$ cat config.mk
export PLATFORM = sky130hd
export DESIGN_NAME = universal_shift_reg
export DESIGN_NICKNAME = d
export VERILOG_FILES = /design/src/rtl/universal_shift_reg.sv
export SDC_FILE = /design/constraint.sdc
export NUM_CORES = 1
export LEC_CHECK = 0
export CAP_MARGIN = 0
export CORE_UTILIZATION = 41
export DETAILED_ROUTE_END_ITERATION = 16
export DONT_BUFFER_PORTS = 1
export GPL_ROUTABILITY_DRIVEN = 1
export PLACE_DENSITY_LB_ADDON = 0.15
export SLEW_MARGIN = 10
export SYNTH_ARGS = -nofsm -noshare
export SYNTH_HDL_FRONTEND = slang
export SYNTH_SLANG_ARGS = --single-unit
$ cat constraint.sdc
create_clock -name clk -period 1.6 [get_ports clk]
set_input_delay 0.08 -clock clk [delete_from_list [all_inputs] [get_ports clk]]
set_output_delay 0.08 -clock clk [all_outputs]
set_load 0.01 [all_outputs]
$ cat src/rtl/universal_shift_reg.sv
// Universal shift register: parallel load/clear plus multi-cycle burst
// shifts and rotates. Each burst runs one 1-bit step per clock edge.
module universal_shift_reg #(
    parameter int WIDTH = 8,
    parameter int CNT_W = 4
) (
    input  logic             clk,
    input  logic             reset,
    input  logic             cmd_valid,
    input  logic [2:0]       cmd_op,
    input  logic [WIDTH-1:0] cmd_data,
    input  logic [CNT_W-1:0] cmd_count,
    input  logic             serial_in,
    output logic             cmd_ready,
    output logic             busy,
    output logic             done,
    output logic [WIDTH-1:0] data_out,
    output logic             serial_out
);

    localparam logic [2:0] OP_NOP   = 3'b000;
    localparam logic [2:0] OP_LOAD  = 3'b001;
    localparam logic [2:0] OP_SHL   = 3'b010;
    localparam logic [2:0] OP_SHR   = 3'b011;
    localparam logic [2:0] OP_ROL   = 3'b100;
    localparam logic [2:0] OP_ROR   = 3'b101;
    localparam logic [2:0] OP_ASR   = 3'b110;
    localparam logic [2:0] OP_CLEAR = 3'b111;

    localparam logic [CNT_W-1:0] CNT_ZERO = '0;
    localparam logic [CNT_W-1:0] CNT_ONE  = CNT_W'(1);

    typedef enum logic {
        ST_IDLE  = 1'b0,
        ST_SHIFT = 1'b1
    } state_t;

    state_t           r_state;
    logic [2:0]       r_op;
    logic [CNT_W-1:0] r_remaining;
    logic [WIDTH-1:0] r_data;
    logic             r_serial;
    logic             r_done;
    logic             r_busy;
    logic             r_ready;

    logic [2:0]       w_step_op;
    logic [WIDTH-1:0] w_shl;
    logic [WIDTH-1:0] w_shr;
    logic [WIDTH-1:0] w_rol;
    logic [WIDTH-1:0] w_ror;
    logic [WIDTH-1:0] w_asr;
    logic [WIDTH-1:0] w_step_data;
    logic             w_step_serial;

    // The first step of a burst uses the incoming opcode; later steps the latched one.
    assign w_step_op = (r_state == ST_SHIFT) ? r_op : cmd_op;

    for (genvar gi = 0; gi < WIDTH; gi++) begin : g_bit
        if (gi == 0) begin : g_lsb
            assign w_shl[gi] = serial_in;
            assign w_rol[gi] = r_data[WIDTH-1];
        end else begin : g_upper
            assign w_shl[gi] = r_data[gi-1];
            assign w_rol[gi] = r_data[gi-1];
        end
        if (gi == WIDTH-1) begin : g_msb
            assign w_shr[gi] = serial_in;
            assign w_ror[gi] = r_data[0];
            assign w_asr[gi] = r_data[WIDTH-1];
        end else begin : g_lower
            assign w_shr[gi] = r_data[gi+1];
            assign w_ror[gi] = r_data[gi+1];
            assign w_asr[gi] = r_data[gi+1];
        end
    end

    always_comb begin
        w_step_data   = r_data;
        w_step_serial = r_serial;
        case (w_step_op)
            OP_SHL: begin
                w_step_data   = w_shl;
                w_step_serial = r_data[WIDTH-1];
            end
            OP_SHR: begin
                w_step_data   = w_shr;
                w_step_serial = r_data[0];
            end
            OP_ROL: begin
                w_step_data   = w_rol;
                w_step_serial = r_data[WIDTH-1];
            end
            OP_ROR: begin
                w_step_data   = w_ror;
                w_step_serial = r_data[0];
            end
            OP_ASR: begin
                w_step_data   = w_asr;
                w_step_serial = r_data[0];
            end
            default: begin
                w_step_data   = r_data;
                w_step_serial = r_serial;
            end
        endcase
    end

    always_ff @(posedge clk) begin
        if (reset) begin
            r_state     <= ST_IDLE;
            r_op        <= OP_NOP;
            r_remaining <= CNT_ZERO;
            r_data      <= '0;
            r_serial    <= 1'b0;
            r_done      <= 1'b0;
            r_busy      <= 1'b0;
            r_ready     <= 1'b1;
        end else begin
            r_done <= 1'b0;
            if (r_state == ST_IDLE) begin
                if (cmd_valid && r_ready) begin
                    case (cmd_op)
                        OP_NOP: begin
                        end
                        OP_LOAD: begin
                            r_data <= cmd_data;
                            r_done <= 1'b1;
                        end
                        OP_CLEAR: begin
                            r_data <= '0;
                            r_done <= 1'b1;
                        end
                        default: begin
                            if (cmd_count != CNT_ZERO) begin
                                r_data   <= w_step_data;
                                r_serial <= w_step_serial;
                            end
                            // Bursts of 0 or 1 steps finish on the accept edge.
                            if (cmd_count > CNT_ONE) begin
                                r_op        <= cmd_op;
                                r_remaining <= cmd_count - CNT_ONE;
                                r_state     <= ST_SHIFT;
                                r_busy      <= 1'b1;
                                r_ready     <= 1'b0;
                            end else begin
                                r_done <= 1'b1;
                            end
                        end
                    endcase
                end
            end else begin
                r_data      <= w_step_data;
                r_serial    <= w_step_serial;
                r_remaining <= r_remaining - CNT_ONE;
                if (r_remaining == CNT_ONE) begin
                    r_state <= ST_IDLE;
                    r_busy  <= 1'b0;
                    r_ready <= 1'b1;
                    r_done  <= 1'b1;
                end
            end
        end
    end

    assign cmd_ready  = r_ready;
    assign busy       = r_busy;
    assign done       = r_done;
    assign data_out   = r_data;
    assign serial_out = r_serial;

endmodule

==> summary.txt, run 1 <==
Placed design
  – Total placed cells including tap cells: 249
  – Area of placed instances: 1910 µm²
  – PortBufs: 0
  – Final RePlAce weighted congestion: 0.917
  – DPL Wire Length: 3.14 mm
  – Pre-CTS setup slack: -0.164 ns

Timing
  – Peak Freq: 576 MHz
  – Final WS setup: -0.135 ns
  – Final period utilization: 108%
  – Slew @ Worst Pin: 0.604 ns
  – Final Critical Period: 1.74 ns
  – Setup TNS: -0.429 ns
  – Hold slack: -0.0223 ns
  – Endpoints failing setup: 7
  – Max-slew violations: 0
  – Clock skew: 0.00344 ns
  – RSZ-0062 raised after global routing: yes
  – Normalized max-slew margin: 59.6%
  – Final Hold Fails: 5

Pwr
  – Power Total: 1.63 mW
  – Pleak: 0.753 nW
  – Power per cell area: 750 nW/µm²
  – Highest ir drop seen on vdd: 0.299 mV

Synthesis
  – Synth warn: 0
  – Count of cell types in the netlist: 58
  – Ys flop type: dfxtp_1
  – Sequential area share after synthesis: 24.3%
  – Asr flop ratio synth: 0%
  – Synthesized area per cell: 8.67 µm²
  – Synthesis-stage register bit count: 20
  – Post-synth EDFFs: 0
  – Cells after synthesis: 190
  – Netlist Area Pre-Place: 1650 µm²
  – Synthesized netlist net count: 213

Detailed routing
  – WL/cell: 17.3 µm
  – Residual DRC count: 0
  – DR vias/cell: 5.84
  – Drt pass-1 iters: 4
  – Post-Route WL: 4.58 mm
  – Final ANT Viol Nets: 0
  – Detailed Route Iter0 Violations: 35
  – Via count: 1541

Worst setup path
  – Reg2reg path depth: 6
  – Critical path class: reg2reg
  – Crit path DAT: 1.88 ns
  – CP required: 1.75 ns
  – Crit path launch type: flip-flop
  – Largest fanout on the critical path: 7
  – CP Capture Type: flip-flop

Hold path
  – Hold Crit Depth: 2
  – Worst min path class: in2reg

Layout
  – Most common library cell in the layout ignoring fill and taps: buf_4
  – Share of post-route cells with drive strength above 1: 34.7%
  – Fillers: 342
  – Fin nets: 240
  – Commonest non-fill, non-tap cells in the layout: 23 x buf_4, 17 x dfxtp_1, 15 x nor2_1, 12 x nand2_1, 10 x a21oi_1
  – Post-layout util: 58.0%
  – Fin area: 2170 µm²
  – Layout area overhead: 31.8%
  – ANT cells: 0
  – Post-route insts no fill: 264

CTS
  – CTS sink count: 20
  – Root Driver: clkbuf_8
  – Cts bufs inserted: 3
  – Clock buffer depth: 2
  – TritonCTS clock tree: yes
  – Worst-Skew Late Latency: 0.26 ns
  – # H-tree levels: 1
  – Clk pin slew, worst setup/hold paths: 0.08 ns

Status
  – Failing checks: negative hold slack, negative setup slack
  – Result of the run: finished with violations

Run
  – Max Cap Viol: 0

Die
  – Initial Util: 44.0%
  – IO Count: 31
  – Site Rows: 22
  – Core Box Area: 3740 µm²
  – Die Ht: 65.4 µm
  – Die ar.: 4270 µm²
  – Die span in x: 65.4 µm

Global routing
  – Initial antenna violation count: 0
  – Number of global-route vias before repair: 1564
  – Grt ovf: 0
  – Gr usage total: 22.8%
  – First-pass GRT wire length: 7.41 mm
  – Largest net degree at the start of global routing: 28
report_power, final:
part           switching [mW]  total (mW)  internal (mW)  leakage (nW)
Sequential             0.0598       0.605          0.545         0.164
Clock                   0.166       0.385          0.219        0.0288
Combinational           0.303       0.637          0.334         0.560
Total                   0.529        1.63           1.10         0.753
layout make-up:
class	instances	area [µm²]	area share (%)
clock buffer	4	55.1	2.54
inverter	7	28.8	1.33
multi-input combinational	150	1290	59.4
sequential	20	404	18.6
tap	48	60.1	2.77
timing repair buffer	35	333	15.3
critical path, cell delays in order, from the launching register on:
cell,delay (ns)
dfxtp_2,0.34
buf_8,0.14
buf_12,0.11
mux2i_4,0.31
mux2i_2,0.34
a2111oi_4,0.06
a2111oi_2,0.31
Yosys cell counts, types with 4 or more instances:
master    count  area share [%]
nand2_1      13             3.0
nand2b_1      8             3.0
inv_1         7             1.6
nor3_1        4             1.2
buf_2         5             1.5
ha_1          4             3.0
a311o_1       6             3.6
o21ai_0      13             4.0
mux2i_1       8             4.9
nor4b_1       7             3.7
o211ai_1      6             2.7
nor2_1       15             3.4
a21oi_1      12             3.6
dfxtp_1      20              24
worst paths after layout:
check | from | end | slack (ns)
worst max-delay path | r_state | data_out[7] | -0.14
worst min-delay path | cmd_op[1] | r_op[1] | -0.02
worst max register to register | r_state | data_out[7] | -0.14
worst min register to register | cmd_ready | cmd_ready | 0.53
flip-flops by register name, summed over array words and instances (netlist names):
name,count
busy,1
cmd_ready,1
serial_out,1
r_remaining,4
done,1
data_out,8
r_op,3
r_state,1
what timing repair did:
item | 4_1_cts | 5_1_grt
buffers inserted | 5 | 1
cloned | 1 | 0
resized for setup | 22 | 12
setup endpoints to repair | 9 | 16
hold buffers | 1 | 3
pin swaps | 7 | 5
hold endpoints to repair | 16 | 13
cells by family (layout without fill, tap and decap cells):
group / count (synthesis) / in the layout / share of synthesized area [%]
muxes: 14 / 14 / 10.1
buffers and inverters: 20 / 46 / 6.53
and+or+nand+nor: 71 / 71 / 26.7
xor gates and xnor gates: 5 / 5 / 3.80
AOI/OAI and AO/OA: 56 / 56 / 25.5
DFF: 20 / 20 / 24.3
adders and majority gates: 4 / 4 / 3.04
layer usage:
| layer | GRT usage, % | routed length (µm) | part of all wire [%] |
|---|---|---|---|
| met5 | 0 | 0 | 0 |
| met4 | 10.3 | 69 | 1.5 |
| met3 | 4.17 | 186 | 4.1 |
| met2 | 39.8 | 2350 | 51 |
| met1 | 26.8 | 1970 | 43 |
(Power assumes the default switching activity.)
==> run 2: changes to the inputs <==
--- a/config.mk
+++ b/config.mk
@@ -11,6 +11,7 @@
 export DONT_BUFFER_PORTS = 1
 export GPL_ROUTABILITY_DRIVEN = 1
 export PLACE_DENSITY_LB_ADDON = 0.15
+export SETUP_SLACK_MARGIN = 0.1
 export SLEW_MARGIN = 10
 export SYNTH_ARGS = -nofsm -noshare
 export SYNTH_HDL_FRONTEND = slang
==> run 2 against run 1 <==
  * The run ends with negative setup slack left
  * Count of clock-buffer cells in the layout fell by 1
  * Hold slack improved by 0.029 ns
  * Clock power rose by 32%
  * Combinational power barely moved
  * Sequential cell count did not move
  * Design area rose by 3.1%
  * Critical path depth did not move
  * Register-to-register slack improved by 0.04 ns
  * Core utilization rose by 1.8 points
  * Critical endpoint unchanged
  * Largest cell class unchanged
  * Largest power group unchanged
  * Highest routed layer unchanged
==> summary.txt, run 2 (same netlist as run 1, synthesis figures left out) <==
Placed design
  – Total placed cells including tap cells: 241
  – Area of placed instances: 1860 µm²
  – PortBufs: 0
  – Pre-CTS setup slack: -0.253 ns
  – Final RePlAce weighted congestion: 0.814
  – DPL Wire Length: 3.14 mm

Layout
  – Commonest non-fill, non-tap cells in the layout: 16 x dfxtp_1, 16 x buf_4, 14 x nor2_1, 11 x nand2_1
  – Fin nets: 237
  – Fin area: 2240 µm²
  – Share of post-route cells with drive strength above 1: 34.7%
  – Post-layout util: 59.8%
  – ANT cells: 0
  – Layout area overhead: 35.9%
  – Post-route insts no fill: 261
  – Max FFs per register: 8

CTS
  – Worst-Skew Late Latency: 0.26 ns
  – CTS sink count: 20
  – TritonCTS clock tree: yes
  – Clk pin slew, worst setup/hold paths: 0.08 ns
  – Cts bufs inserted: 3
  – # H-tree levels: 1
  – Clock buffer depth: 2
  – Root Driver: clkbuf_8

Worst setup path
  – Reg2Reg Setup Slack: -0.1 ns
  – CP Capture Type: flip-flop
  – Critical path class: reg2reg
  – Crit path launch type: flip-flop
  – Reg2reg path depth: 6
  – R2R Path Start: r_state
  – CP required: 1.71 ns
  – Crit path DAT: 1.81 ns
  – Largest fanout on the critical path: 7
  – FF-to-FF End: data_out[7]

Hold path
  – Worst min path class: in2reg
  – Hold Crit Depth: 2
  – WHS Endpoint: data_out[1]
  – Hold path start: reset

Global routing
  – Number of global-route vias before repair: 1591
  – Grt ovf: 0
  – GR peak layer: met2
  – GRT met1 Usage: 33.5%
  – First-pass GRT wire length: 7.78 mm
  – Largest net degree at the start of global routing: 23
  – M3 GR Usage: 3.65%
  – Met2 usage: 37.4%
  – Gr usage total: 23.9%
  – Initial antenna violation count: 0

Detailed routing
  – Via count: 1583
  – Final ANT Viol Nets: 0
  – Residual DRC count: 0
  – DR vias/cell: 6.07
  – Drt pass-1 iters: 4
  – WL/cell: 18.2 µm
  – Post-Route WL: 4.76 mm
  – Detailed Route Iter0 Violations: 41

Timing
  – Endpoints failing setup: 9
  – Setup TNS: -0.379 ns
  – Final Critical Period: 1.70 ns
  – Final Hold Fails: 0
  – Final WS setup: -0.0998 ns
  – Clock skew: 0.00526 ns
  – RSZ-0062 raised after global routing: yes
  – Peak Freq: 588 MHz
  – Hold slack: 0.00719 ns
  – Max-slew violations: 0
  – Final period utilization: 106%
  – Normalized max-slew margin: 45.8%
  – Slew @ Worst Pin: 0.811 ns

Pwr
  – Highest ir drop seen on vdd: 0.534 mV
  – Pleak: 0.760 nW
  – Power Total: 1.77 mW
  – Power per cell area: 792 nW/µm²

Die
  – Initial Util: 44.0%
  – Core Box Area: 3740 µm²
  – IO Count: 31
  – Die Ht: 65.4 µm
  – Die ar.: 4270 µm²
  – Die span in x: 65.4 µm
  – Site Rows: 22

Status
  – Failing checks: negative setup slack
  – Result of the run: finished with violations

Run
  – Max Cap Viol: 0
## run 2: how the worst max path moves through the flow
stage	from	to	slack, ns	cells past startpoint
2_1_floorplan	cmd_count[1]	r_op[1]	0.03	8
3_3_place_gp	r_state	data_out[7]	-0.21	5
3_5_place_dp	r_state	data_out[7]	-0.25	5
4_1_cts	r_state	data_out[0]	-0.12	5
5_1_grt	r_state	data_out[0]	-0.18	5
6_report	r_state	data_out[7]	-0.1	6
## run 2: power breakdown
part	switching [mW]	internal, mW	total [mW]
combinational	0.304	0.330	0.634
sequential	0.0838	0.545	0.629
clock	0.175	0.334	0.509
## run 2: area by class of cell
cell class | instances | area (µm²)
Inverter | 7 | 43.8
Sequential cell | 20 | 410
Timing Repair Buffer | 31 | 290
Clock inverter | 1 | 30.0
Fill cell | 327 | 1510
Tap cell | 48 | 60.1
Multi-Input combinational cell | 151 | 1360
Clock buffer | 3 | 41.3
## run 2: what timing repair did
item                                    CTS  global route
pin swaps                                 8            16
endpoints found under the setup margin   18            18
gates resized for setup                  10            23
gates cloned                              1             0
buffers inserted                          3             7
hold buffers                              5             1
hold endpoints to repair                 18             1
## run 2: metal layers
metal  part of all wire [%]  wire [µm]  vias up
li1                       -          -      758
met1                     46       2190      774
met2                     48       2280       47
met3                    5.6        266        4
met4                   0.63         30        0
met5                      0          0        -
## run 2: worst max-delay path, stage by stage, from the launching register on
cell and delay [ns]:
dfxtp_4 0.47, mux2i_4 0.34, buf_6 0.13, nand3b_1 0.12, a21oi_2 0.08, a2111oi_4 0.33, a2111oi_2 0.07
